### src/rtl/srt_radix4_div_iter.sv
// Iterative radix-4 SRT mantissa divider: one signed quotient digit per cycle,
// on-the-fly Q/QM accumulation, final sign correction and sticky generation.

// On-the-fly converter slice: builds either Q (MINUS=0) or QM = Q - ulp (MINUS=1)
// from the current Q/QM pair and the selected digit.
module srt_on_the_fly #(
  parameter int QW    = 26,
  parameter bit MINUS = 1'b0
) (
  input  logic [QW-1:0] q_acc,
  input  logic [QW-1:0] qm_acc,
  input  logic [2:0]    q_t,
  output logic [QW-1:0] next_acc,
  output logic          bad_quotient_digit
);

  // Append the digit to Q or QM so no carry propagation is ever needed.
  // NOTE: every output of a combinational block gets a default first, so no path can infer a latch.
  always_comb begin
    next_acc           = q_acc;
    bad_quotient_digit = 1'b0;
    case (q_t)
      3'b010:  next_acc = MINUS ? {q_acc[QW-3:0], 2'b01}  : {q_acc[QW-3:0], 2'b10};
      3'b001:  next_acc = MINUS ? {q_acc[QW-3:0], 2'b00}  : {q_acc[QW-3:0], 2'b01};
      3'b000:  next_acc = MINUS ? {qm_acc[QW-3:0], 2'b11} : {q_acc[QW-3:0], 2'b00};
      3'b111:  next_acc = MINUS ? {qm_acc[QW-3:0], 2'b10} : {qm_acc[QW-3:0], 2'b11};
      3'b110:  next_acc = MINUS ? {qm_acc[QW-3:0], 2'b01} : {qm_acc[QW-3:0], 2'b10};
      default: bad_quotient_digit = 1'b1;
    endcase
  end

endmodule

module srt_radix4_div_iter #(
  parameter int WIDTH  = 24,
  parameter int DIGITS = (WIDTH + 3) / 2
) (
  input  logic                  clk,
  input  logic                  rst,
  input  logic                  flush,
  input  logic                  start,
  output logic                  ready,
  input  logic [WIDTH-1:0]      dividend,
  input  logic [WIDTH-1:0]      divisor,
  output logic                  done,
  output logic [2*DIGITS-1:0]   quotient,
  output logic                  sticky
);

  localparam int QW    = 2 * DIGITS;
  localparam int REM_W = WIDTH + 5;
  localparam int CNT_W = $clog2(DIGITS + 1);

  typedef enum logic [1:0] {IDLE, ITER, FINAL} state_t;
  typedef enum logic [2:0] {
    ZERO    = 3'b000,
    POS_ONE = 3'b001,
    POS_TWO = 3'b010,
    NEG_TWO = 3'b110,
    NEG_ONE = 3'b111
  } digit_t;

  state_t state, state_next;

  // Remainder and divisor share a 4.(WIDTH+1) two's complement format.
  logic signed [REM_W-1:0] w_reg, d_reg;
  logic signed [REM_W-1:0] s, half_d, three_half_d, w_next, rem_final;
  logic [QW-1:0]           q_reg, qm_reg, next_q, next_qm;
  logic [CNT_W-1:0]        cnt;
  digit_t                  q_t;
  logic                    bad_q, bad_qm, bad_quotient_digit;
  logic                    correct_en;

  assign ready      = (state == IDLE);
  assign correct_en = (state == FINAL) && w_reg[REM_W-1];
  assign rem_final  = correct_en ? (w_reg + d_reg) : w_reg;

  assign s            = w_reg <<< 2;
  assign half_d       = d_reg >>> 1;
  assign three_half_d = d_reg + half_d;

  // Exact full-width digit selection and the matching remainder update.
  always_comb begin
    q_t    = ZERO;
    w_next = s;
    if (s >= three_half_d) begin
      q_t    = POS_TWO;
      w_next = s - (d_reg <<< 1);
    end else if (s >= half_d) begin
      q_t    = POS_ONE;
      w_next = s - d_reg;
    end else if (s > -half_d) begin
      q_t    = ZERO;
      w_next = s;
    end else if (s > -three_half_d) begin
      q_t    = NEG_ONE;
      w_next = s + d_reg;
    end else begin
      q_t    = NEG_TWO;
      w_next = s + (d_reg <<< 1);
    end
  end

  srt_on_the_fly #(.QW(QW), .MINUS(1'b0)) u_otf_q (
    .q_acc              (q_reg),
    .qm_acc             (qm_reg),
    .q_t                (q_t),
    .next_acc           (next_q),
    .bad_quotient_digit (bad_q)
  );

  srt_on_the_fly #(.QW(QW), .MINUS(1'b1)) u_otf_qm (
    .q_acc              (q_reg),
    .qm_acc             (qm_reg),
    .q_t                (q_t),
    .next_acc           (next_qm),
    .bad_quotient_digit (bad_qm)
  );

  assign bad_quotient_digit = bad_q | bad_qm;

  // State register; flush behaves exactly like reset and wins over start.
  // NOTE: sequential state is written with non-blocking assignments so every flop samples pre-edge values.
  always_ff @(posedge clk) begin
    if (rst || flush) state <= IDLE;
    else              state <= state_next;
  end

  // Next-state logic: IDLE -> ITER for DIGITS cycles -> FINAL -> IDLE.
  always_comb begin
    state_next = state;
    case (state)
      IDLE:    if (start) state_next = ITER;
      ITER:    if (cnt == CNT_W'(DIGITS - 1)) state_next = FINAL;
      FINAL:   state_next = IDLE;
      default: state_next = IDLE;
    endcase
  end

  // Datapath: operand latch, per-digit iteration, final correction and done pulse.
  always_ff @(posedge clk) begin
    if (rst || flush) begin
      w_reg    <= '0;
      d_reg    <= '0;
      q_reg    <= '0;
      qm_reg   <= '0;
      cnt      <= '0;
      quotient <= '0;
      sticky   <= 1'b0;
      done     <= 1'b0;
    end else begin
      done <= 1'b0;
      case (state)
        IDLE: begin
          if (start) begin
            w_reg  <= {{5{1'b0}}, dividend};
            d_reg  <= {3'b000, divisor, 2'b00};
            q_reg  <= '0;
            qm_reg <= '0;
            cnt    <= '0;
          end
        end
        ITER: begin
          assert (!bad_quotient_digit);
          w_reg  <= w_next;
          q_reg  <= next_q;
          qm_reg <= next_qm;
          cnt    <= cnt + 1'b1;
        end
        FINAL: begin
          quotient <= correct_en ? qm_reg : q_reg;
          sticky   <= (rem_final != '0);
          done     <= 1'b1;
        end
        default: ;
      endcase
    end
  end

endmodule

### config.mk
export PLATFORM = sky130hd
export DESIGN_NAME = srt_radix4_div_iter
export DESIGN_NICKNAME = d
export VERILOG_FILES = /design/src/rtl/srt_radix4_div_iter.sv
export SDC_FILE = /design/constraint.sdc
export NUM_CORES = 1
export LEC_CHECK = 0
export ABC_CLOCK_PERIOD_IN_PS = 10800
export BUFFER_PORTS_ARGS = -buffer_cell sky130_fd_sc_hd__clkbuf_2
export CAP_MARGIN = 20
export CORE_UTILIZATION = 35
export CTS_CLUSTER_SIZE = 40
export DETAILED_ROUTE_END_ITERATION = 7
export PLACE_DENSITY = 0.6
export SYNTH_ARGS = -nofsm -noshare
export SYNTH_HDL_FRONTEND = slang
export SYNTH_SLANG_ARGS = --single-unit
### constraint.sdc
create_clock -name clk -period 10.8 [get_ports clk]
set_clock_uncertainty 0.15 [all_clocks]
set_input_delay 1.08 -clock clk [delete_from_list [all_inputs] [get_ports clk]]
set_output_delay 1.08 -clock clk [all_outputs]
set_load 0.005 [all_outputs]
Word level (Yosys, flattened, before mapping):

Index checks and enable logic that the tools add are counted.

* register bits: 139

* order comparisons: 4
* mux-type cells: 23
* reduce and logical (&&, ||, !) cells: 10
* add/sub/neg operators: 9
* equal/unequal tests: 10

Operators by type and width (number)
* case mux 26 bit (5 select lines): 2
* 2-to-1 mux 29 bit: 6
* case mux 26 bit (2 select lines): 2
* adder 29 x 27 -> 29 bit: 2
* greater-than comparator 29 bit: 2
* case mux 29 bit (2 select lines): 1
* 2-to-1 mux 26 bit: 2
* adder 29 x 28 -> 29 bit: 1
* greater-or-equal comparator 29 x 26 -> 1 bit: 1
* greater-or-equal comparator 29 x 28 -> 1 bit: 1
* negation 25 -> 29 bit: 1
* negation 27 -> 29 bit: 1
* nonzero test 29 bit: 1
* subtractor 29 x 27 -> 29 bit: 1
* subtractor 29 x 28 -> 29 bit: 1
* adder 26 x 25 -> 27 bit: 1
* 2-to-1 mux 3 bit: 3
* case mux 4 bit (2 select lines): 1
* equality test 3 bit (second input constant): 2
* != test 6 x 1 -> 1 bit (second input constant): 1
* AND reduction 2 bit: 3
* adder 4 x 1 -> 4 bit (second input constant): 1
* equality test 4 bit (second input constant): 1
* 2-to-1 mux 2 bit: 2
* 14 further kinds: 16

Logic depth before layout (Yosys ltp):

Gate-level depths: netlist (run 1).

* depth after elaboration: 10
* mapped depth: 26

By module:

Synthesis (run 1) repeated with hierarchy kept, for this count alone.

* cell total of the unflattened synthesis: 2543
* area total of the unflattened synthesis: 19381.1 um^2

By module, submodules not included
* srt_radix4_div_iter: seq. area each 2782.7 um^2, area each 17065.1 um^2, times used 1, cells each 2206
* srt_on_the_fly at u_otf_qm: seq. area each 0.0 um^2, area each 1249.9 um^2, times used 1, cells each 188
* srt_on_the_fly at u_otf_q: seq. area each 0.0 um^2, area each 1066.0 um^2, times used 1, cells each 149

Worst setup path after synthesis (run 1):

OpenSTA, ideal clock, no wires.

* path type: register to register
* start: reg d_reg[3]
* end: reg w_reg[25]
* arrival: 5826 ps
* clock period less this slack: 6093 ps
* stages on the path, launching flop included: 25
* path slack: 4707 ps
* cells stage by stage: dfxtp_1 > inv_1 > fa_1 > nor2b_1 > o21a_1 > nor2_1 > or3_1 > a31oi_1 > nand4_1 > nor2_1 > nand3_1 > nor2_1 > xnor2_1 > ha_1 > nand4_1 > or4_1 > a221oi_1 > nor4_1 > a21oi_1 > buf_2 > buf_1 > a211oi_1 > a211oi_1 > o221ai_1 > a22o_1

* cells in the longest elaborated chain, start to end: 8
* elaborated cells on any way between the ends: 16
* those cells by class: 7 x add/sub; 4 x order compare; 5 x mux

RTL lines
* start: declaration: line 66 `logic signed [REM_W-1:0] w_reg, d_reg;`
* start signal: assignment: line 157 `d_reg <= {3'b000, divisor, 2'b00};`
* adder 26 x 25 -> 27 bit: line 80 `assign three_half_d = d_reg + half_d;`
* negation 27 -> 29 bit: line 95 `end else if (s > -three_half_d) begin`
* greater-than comparator 29 bit: line 95
* 2-to-1 mux 29 bit: line 95
* 2-to-1 mux 29 bit: line 92 `end else if (s > -half_d) begin`
* 2-to-1 mux 29 bit: line 89 `end else if (s >= half_d) begin`
* 2-to-1 mux 29 bit *: line 86 `if (s >= three_half_d) begin`
* case mux 29 bit (2 select lines) *: line 153 `case (state)`
* end signal: assignment: line 156 `w_reg <= {{5{1'b0}}, dividend};`
* end signal: assignment: line 165 `w_reg <= w_next;`
* end: declaration: line 66

Mark *: on every way between the ends. The rest lies on a longest branch, timed or not.
A chain may end at the register's enable or synchronous reset.

Worst setup path in the final report (run 1):

* start: reg d_reg[3]
* end: reg w_reg[2]

Same word-level chain as after synthesis.

==> results of run 1 <==
[path summary, 6_finish.rpt]
check / slack (ps) / end / from / depth (start not counted)
worst max-delay path: 3370 / w_reg[2]$_SDFFE_PP0P_ / d_reg[3]$_SDFFE_PP0P_ / 22
worst min register to register: 290 / qm_reg[25]$_SDFFE_PP0P_ / qm_reg[25]$_SDFFE_PP0P_ / 2
worst min-delay path: 290 / qm_reg[25]$_SDFFE_PP0P_ / qm_reg[25]$_SDFFE_PP0P_ / 2
worst max register to register: 3370 / w_reg[2]$_SDFFE_PP0P_ / d_reg[3]$_SDFFE_PP0P_ / 22
[layout make-up]
| cell class | instances | area [um2] | share of cell area |
|---|---|---|---|
| multi-input combinational | 1973 | 13900 | 0.724 |
| sequential | 139 | 2780 | 0.145 |
| tap | 664 | 831 | 0.0432 |
| timing repair buffer | 115 | 691 | 0.0359 |
| clock buffer | 19 | 443 | 0.0230 |
| inverter | 107 | 402 | 0.0209 |
| clock inverter | 13 | 163 | 0.00846 |
[kinds of logic after synthesis]
| family | after synthesis | share of synthesized area |
|---|---|---|
| fa+ha+maj | 276 | 0.200 |
| xor+xnor | 143 | 0.0715 |
| simple gates | 823 | 0.226 |
| flops | 139 | 0.159 |
| compound gates | 689 | 0.270 |
| buf+inv | 217 | 0.0489 |
| mux | 42 | 0.0244 |
[worst register-to-register path, cell delays in order (launching register included)]
cell,delay [ps]
dfxtp_1,660
inv_1,400
fa_1,550
nor2b_1,230
o21a_1,210
nor2_1,110
or3_1,380
a31oi_1,330
nand4_1,180
nor2_1,400
nand3_1,250
nor2_1,180
xnor2_1,80
ha_1,320
nand4_1,160
or4_1,600
a221oi_1,290
nor4_1,140
a21oi_4,150
buf_4,510
nor2b_1,480
o21ai_1,180
a311o_1,390
[power breakdown]
part / total (mW) / internal, mW / switching, mW
clock: 0.619 / 0.370 / 0.249
sequential: 0.553 / 0.522 / 0.0313
combinational: 0.940 / 0.347 / 0.593
total: 2.11 / 1.24 / 0.873
[through the flow]
stage	total power [mW]	instance area, um2	setup slack (ps)	instances
after floorplan	1.22	17500	4710	2329
after global placement	1.47	18600	3680	2996
after detailed placement	1.48	18600	3460	2996
after CTS	2.10	19200	3420	3028
after global routing	2.23	19200	2820	3030
final	2.11	19200	3370	3030
[per-layer routing]
metal,vias up,routed length (um)
met3,83,3010
met1,8324,29600
met5,-,0
li1,8620,-
met4,0,1260
met2,490,26800
[cells in the final DEF (no fill, tap or decap), types with 11 or more instances in the layout]
cell	synthesis	layout
nand2b_1	36	36
a211o_1	11	11
a21o_1	39	39
buf_4	1	33
inv_1	107	107
mux2i_1	36	36
clkbuf_2	0	80
o21ai_0	98	98
o21a_1	17	17
or2_2	14	14
a31oi_1	25	25
nor2_1	214	211
a22oi_1	55	55
a2111oi_0	12	12
or3_1	15	15
and3_1	13	13
and2_1	11	11
o211ai_1	28	28
o21bai_1	16	16
nor3b_1	12	12
o31ai_1	18	18
xnor2_1	110	110
a21oi_1	177	174
nand4_1	33	33
xor2_1	33	33
ha_1	269	269
nor3_1	64	64
nor2b_1	34	31
nor4_1	25	25
a211oi_1	58	58
dfxtp_1	139	138
clkbuf_16	0	17
nand3_1	48	48
nand2_1	259	259
==> results.cfg, run 1 <==
[grt]
grt_max_degree = 60
met3_usage = 0.0328
grt_use_total = 0.234
antenna_found_initial = 0
use_met2 = 0.372
overflow = 0
grt_pass1_wl_um = 93300
use_met1 = 0.329
grt_pass1_vias = 16300
busiest_layer = met2

[synth]
yosys_warnings = 0
dominantRegCellSynth = dfxtp_1
syn_avg_cell_area_um2 = 7.52
synth-async-reset-ratio = 0
synth_top_cell_area_share = 0.192
yosys_register_bits = 139
syn_inst = 2329
synth_common_cells = ha_1, nand2_1, nor2_1
synth_edf_count = 0
synth_top_area_cell = ha_1
synth_area_leaders = ha_1, dfxtp_1, nand2_1, xnor2_1, a21oi_1
syn-num-nets = 2657
synth.most_common_cell = ha_1
yosysSeqAreaShare = 0.159
synth_cell_type_count = 96
syn_area_mm2 = 0.0175

[final_layout]
drive_gt1_frac = 0.0879
fin_nets = 2681
fillers = 5094
syn2layout_area_growth_pct = 9.80
largest_reg_flops = 29
finish.utilization = 0.391
n_antenna_cell = 0

[die]
core_mm2 = 0.0492
die_w_um = 226
dieArea_mm2 = 0.0509
start_util = 0.356
die_y_um = 226
boundaryPins = 81
num_rows = 81

[worst_setup_path]
crit_top_cell = nor2_1
worstPathCellList = inv_1, fa_1, nor2b_1, o21a_1, nor2_1, or3_1, a31oi_1, nand4_1, nor2_1, nand3_1, nor2_1, xnor2_1, ha_1, nand4_1, or4_1, a221oi_1, nor4_1, a21oi_4, buf_4, nor2b_1, o21ai_1, a311o_1
start_kind = flop
critical_path_required_ps = 10990
crit_arrival_ps = 7620
critPathMaxFanout = 51
cp-end-kind = flop
crit_path_max_incr_delay_ps = 660
path_delay_family = simple AND/OR/NAND/NOR gates
path_class = flop to flop
critPathBufInv = 2
crit_slowest_cell = dfxtp_1

[power_and_ir_drop]
powerDensity_mw_per_mm2 = 110
vdd.ir_drop.worst_v = 0.0000902
power.leakage_nw = 8.38

[status]
status = complete, no violations

[cts]
postCtsSetupBuffers = 0
cts.sinks = 139
cts-buffers-inserted = 17
cts_root_buf = clkbuf_16
cts_max_level = 4
cts_buffer_depth = 2
cts_hold_buffers = 0
cts_resized = 0
clkLatencyLatePin_ps = 450
path_clk_slew_ps = 60
cts_tree = yes

[placed_design]
place.gp.congestion = 0.943
dpl.hpwl_um = 47600
io_buffers = 80

[timing]
finalHoldViolations = 0
finalMaxSlewViolations = 0
max_freq_ghz = 0.135
rsz0062_at_grt = no
post-route-period-util = 0.688
slew_headroom = 0.222
max_slew.worst_pin.slew_ps = 1160
holdWs_ps = 292
finalSetupViolCount = 0
tns_ps = 0
post-route-min-period_ps = 7430

[routing]
vias = 17500
drc = 0
postRouteAntennaNets = 0
vias_per_cell = 5.78
firstDrtPassIters = 5
drtIter0Drc = 1661
wl_per_cell_um = 20.0
wirelength_um = 60700

[worst_hold_path]
hp-class = flop to flop

[flow_run]
cap_viol_max_count = 0
(Power assumes the default switching activity.)
==> run 2, diff against run 1 <==
- ABC_CLOCK_PERIOD_IN_PS: 10800 -> 6700
- PLACE_DENSITY: 0.6 -> 0.62
- clock period: 10.8 -> 6.7 ns (I/O delays scaled with it)
==> results.cfg, run 2 (synthesis results as in run 1) <==
[worst_setup_path]
start_kind = flop
r2r_start = d_reg[3]$_SDFFE_PP0P_
worstPathCellList = ha_1, inv_1, fa_1, nor2b_2, o21ai_1, a211o_1, a31oi_2, a21boi_0, xnor2_1, or4_4, or4_4, xnor2_1, ha_1, nand2_1, o21a_1, o2111ai_1, o221ai_1, a21oi_4, buf_12, or3b_2, a31oi_1, a211oi_1, nor3_1
cp-end-kind = flop
crit_path_max_incr_delay_ps = 560
crit_slowest_cell = or4_4
critical_path_required_ps = 6920
crit_start = d_reg[3]$_SDFFE_PP0P_
ff2ff_setup_slack_ps = 390
path_class = flop to flop
critPathMaxFanout = 25
crit_arrival_ps = 6530

[cts]
path_clk_slew_ps = 90
cts.sinks = 139
cts_tree = yes
cts-buffers-inserted = 17
cts_max_level = 4
clkLatencyLatePin_ps = 450
cts_root_buf = clkbuf_16
cts_buffer_depth = 2

[final_layout]
n_antenna_cell = 0
fin_nets = 2709
largest_reg_flops = 29
final_cells = 3058
mostFrequentLayoutCell = ha_1
syn2layout_area_growth_pct = 11.3
fillers = 5162
finish.utilization = 0.397
drive_gt1_frac = 0.103
final_cell_mix = ha_1, nand2_1, nor2_1
design_area_mm2 = 0.0195

[power_and_ir_drop]
p_switching_mw = 1.51
p_sw_frac = 0.434
vdd.ir_drop.worst_v = 0.000178
power.leakage_nw = 8.53
internal_power_mw = 1.96
clkPwrFrac = 0.287
pwr-share-seq = 0.257
p_comb_frac = 0.456
power_mw = 3.46
powerDensity_mw_per_mm2 = 178

[routing]
vias_per_cell = 5.89
drtIter0Drc = 1458
vias = 18000
wirelength_um = 64400
drc = 0
postRouteAntennaNets = 0
wl_per_cell_um = 21.1
firstDrtPassIters = 6

[timing]
holdWs_ps = 294
slew_headroom = 0.300
post-route-min-period_ps = 6310
max_slew.worst_pin.slew_ps = 1020
finalHoldViolations = 0
max_freq_ghz = 0.158
post-route-period-util = 0.942
final.setup.worst_slack_ps = 387
tns_ps = 0
finalMaxSlewViolations = 0
finalSetupViolCount = 0

[die]
core_mm2 = 0.0492
dieArea_mm2 = 0.0509
die_y_um = 226
start_util = 0.356
num_rows = 81
boundaryPins = 81
die_w_um = 226

[placed_design]
io_buffers = 80
place_area_mm2 = 0.0188
place_inst = 3023
place.gp.congestion = 0.995
pre_cts_slack_ps = 169
dpl.hpwl_um = 50500

[grt]
grt_pass1_vias = 16400
grt_use_total = 0.247
antenna_found_initial = 1
grt_max_degree = 57
grt_pass1_wl_um = 97100
overflow = 0

[worst_hold_path]
hp-class = flop to flop
holdCritStartpoint = qm_reg[25]$_SDFFE_PP0P_

[status]
status = complete, no violations

[flow_run]
cap_viol_max_count = 0
-- run 2: final timing paths --
check	cells past startpoint	end
max	23	w_reg[3]$_SDFFE_PP0P_
min	2	qm_reg[25]$_SDFFE_PP0P_
max reg2reg	23	w_reg[3]$_SDFFE_PP0P_
min reg2reg	2	qm_reg[25]$_SDFFE_PP0P_
-- run 2: layout make-up --
type                    instances  area, um2  area share
clock buffers                  17        425      0.0218
multi-input cells            1973      14000       0.717
flip-flops and latches        139       2780       0.143
well taps                     664        831      0.0426
clock inverters                15        153     0.00783
inverters                     107        402      0.0206
repair buffers                143        923      0.0474
-- run 2: per-layer routing --
metal / wire, um / GRT usage
met5: 0 / 0
met4: 1780 / 0.0790
met3: 3710 / 0.0303
met2: 28800 / 0.391
met1: 30100 / 0.345
-- run 2: worst max-delay path: cells and delay by family (launching register included) --
family / cells / cell delay [ps]
buffers and inverters: 2 / 300
DFF: 1 / 400
xor gates and xnor gates: 2 / 330
and+or+nand+nor: 6 / 2000
AOI/OAI and AO/OA: 10 / 2060
adders and majority gates: 3 / 960
-- run 2: what timing repair did --
item	4_1_cts	5_1_grt
setup endpoints to repair	0	29
buffers inserted	0	1
gates resized for setup	0	11
hold buffers	0	0
-- run 2: power by group through the flow --
stage	clock network (mW)	registers [mW]	logic, mW
detailed placement	0	0.908	1.52
floorplan	0	0.891	1.08
finish	0.994	0.890	1.58
global placement	0	0.908	1.50
CTS	1.00	0.889	1.53
global route	1.04	0.891	1.71
==> run 3, diff against run 2 <==
- ABC_AREA: default -> 1
- CTS_CLUSTER_SIZE: 40 -> 25
==> results.cfg, run 3 <==
[status]
status = complete, no violations

[synth]
yosysSeqAreaShare = 0.147
synth-async-reset-ratio = 0
dominantRegCellSynth = dfxtp_1
syn_inst = 3070
yosys_warnings = 0
syn_avg_cell_area_um2 = 6.16
yosys_register_bits = 139
synth_edf_count = 0
syn_area_mm2 = 0.0189
synth_area_leaders = ha_1, nand2_1, dfxtp_1, a21oi_1, nand3_1
synth_top_cell_area_share = 0.178
synth_common_cells = nand2_1, a21oi_1, inv_1
syn-num-nets = 3398
synth.most_common_cell = nand2_1
synth_cell_type_count = 56
synth_top_area_cell = ha_1

[worst_setup_path]
critical_path_required_ps = 6970
crit_arrival_ps = 6220
path_class = flop to flop
crit_path_max_incr_delay_ps = 660
crit_top_cell = nand2_1
cp-end-kind = flop
crit_slowest_cell = nor2_1
start_kind = flop
critPathMaxFanout = 26

[cts]
cts_root_buf = clkbuf_16
postCtsSetupBuffers = 0
cts_buffer_depth = 2
path_clk_slew_ps = 80
clkLatencyLatePin_ps = 490
cts.sinks = 139
cts_resized = 0
cts_tree = yes
cts_hold_buffers = 0
cts_max_level = 4
cts-buffers-inserted = 17

[placed_design]
dpl.hpwl_um = 57400
place.gp.congestion = 1.03
io_buffers = 80
place_inst = 3773

[power_and_ir_drop]
p_comb_frac = 0.445
pwr-share-seq = 0.250
clkPwrFrac = 0.306
p_sw_frac = 0.469
powerDensity_mw_per_mm2 = 168
vdd.ir_drop.worst_v = 0.000207
p_switching_mw = 1.64
internal_power_mw = 1.86
power.leakage_nw = 10.5

[grt]
busiest_layer = met2
met3_usage = 0.0390
antenna_found_initial = 1
grt_pass1_vias = 18900
use_met2 = 0.409
grt_max_degree = 60
use_met1 = 0.373
grt_pass1_wl_um = 113000
grt_use_total = 0.269
overflow = 0

[timing]
finalHoldViolations = 0
finalSetupViolCount = 0
tns_ps = 0
max_freq_ghz = 0.168
slew_headroom = 0.316
rsz0062_at_grt = no
finalMaxSlewViolations = 0
post-route-min-period_ps = 5940
post-route-period-util = 0.887
max_slew.worst_pin.slew_ps = 1030

[routing]
drc = 0
drtIter0Drc = 2289
vias = 21100
wl_per_cell_um = 19.4
postRouteAntennaNets = 0
vias_per_cell = 5.53
wirelength_um = 73900
firstDrtPassIters = 7

[die]
die_w_um = 234
die_y_um = 234
dieArea_mm2 = 0.0550
boundaryPins = 81
num_rows = 84
start_util = 0.357
core_mm2 = 0.0530

[final_layout]
drive_gt1_frac = 0.0703
mostFrequentLayoutCell = nand2_1
syn2layout_area_growth_pct = 9.97
largest_reg_flops = 29
final_cells = 3806
final_cell_mix = nand2_1, a21oi_1, inv_1
fin_nets = 3432

[worst_hold_path]
hp-class = flop to flop

[flow_run]
cap_viol_max_count = 0
[run 3: cell count changes in the layout (fill, tap and decap cells not counted), moves of 35 or more]
| cell | delta |
|---|---|
| nand2_1 | +604 |
| inv_1 | +170 |
| nand3_1 | +170 |
| a21oi_1 | +133 |
| o21ai_0 | +99 |
| xor2_1 | +86 |
| xnor2_1 | -80 |
| a22oi_1 | -55 |
| a211oi_1 | -54 |
| nand2b_1 | -36 |
| mux2i_1 | -35 |
[run 3: power by group through the flow]
| stage | logic [mW] | clock network (mW) | registers (mW) |
|---|---|---|---|
| after detailed placement | 1.52 | 0 | 0.893 |
| after global routing | 1.72 | 1.11 | 0.876 |
| after floorplan | 1.07 | 0 | 0.892 |
| after global placement | 1.52 | 0 | 0.893 |
| final | 1.56 | 1.07 | 0.874 |
| after CTS | 1.52 | 1.08 | 0.874 |
[run 3: through the flow]
step / util / area (um2) / hold slack [ps] / worst slack (ps) / power [mW]
floorplan: - / 18900 / 271 / 1300 / 1.96
global placement: 0.381 / 20200 / 284 / 717 / 2.41
detailed placement: 0.381 / 20200 / 291 / 658 / 2.41
CTS: 0.393 / 20800 / 284 / 614 / 3.48
global route: 0.393 / 20800 / 311 / 31.8 / 3.71
finish: 0.393 / 20800 / 303 / 757 / 3.50
[run 3: cell families after synthesis]
logic type               synth area share
adder cells (fa/ha/maj)             0.185
AO/OA/AOI/OAI                       0.186
AND/OR/NAND/NOR                     0.327
multiplexers                     0.000529
XOR/XNOR                           0.0704
flip-flops                          0.147
buffers and inverters              0.0839
[run 3: path summary, 6_finish.rpt]
kind | depth (start not counted) | slack [ps] | to | from
max | 28 | 760 | q_reg[17]$_SDFFE_PP0P_ | d_reg[3]$_SDFFE_PP0P_
min | 2 | 300 | qm_reg[24]$_SDFFE_PP0P_ | qm_reg[24]$_SDFFE_PP0P_
max reg2reg | 28 | 760 | q_reg[17]$_SDFFE_PP0P_ | d_reg[3]$_SDFFE_PP0P_
min reg2reg | 2 | 300 | qm_reg[24]$_SDFFE_PP0P_ | qm_reg[24]$_SDFFE_PP0P_
[run 3: layer usage]
layer  vias to the layer above  share of wire
li1                      10300              -
met3                       166          0.081
met4                         0          0.047
met5                         -              0
met1                      9601           0.45
met2                       937           0.43
[run 3: layout make-up]
class,instances,area [um2]
fillers,5821,32200
multi-input cells,2524,14600
flip-flops and latches,139,2790
inverters,285,1070
repair buffers,137,866
well taps,688,861
clock buffers,17,425
clock inverters,15,196
diodes,1,2.50
[run 3: critical path: cells and delay by family (launching register included)]
| kind | cells | cell delay, ps |
|---|---|---|
| AND/OR/NAND/NOR | 20 | 3750 |
| buffers and inverters | 5 | 890 |
| adder cells (fa/ha/maj) | 2 | 460 |
| flip-flops | 1 | 400 |
| AO/OA/AOI/OAI | 1 | 220 |
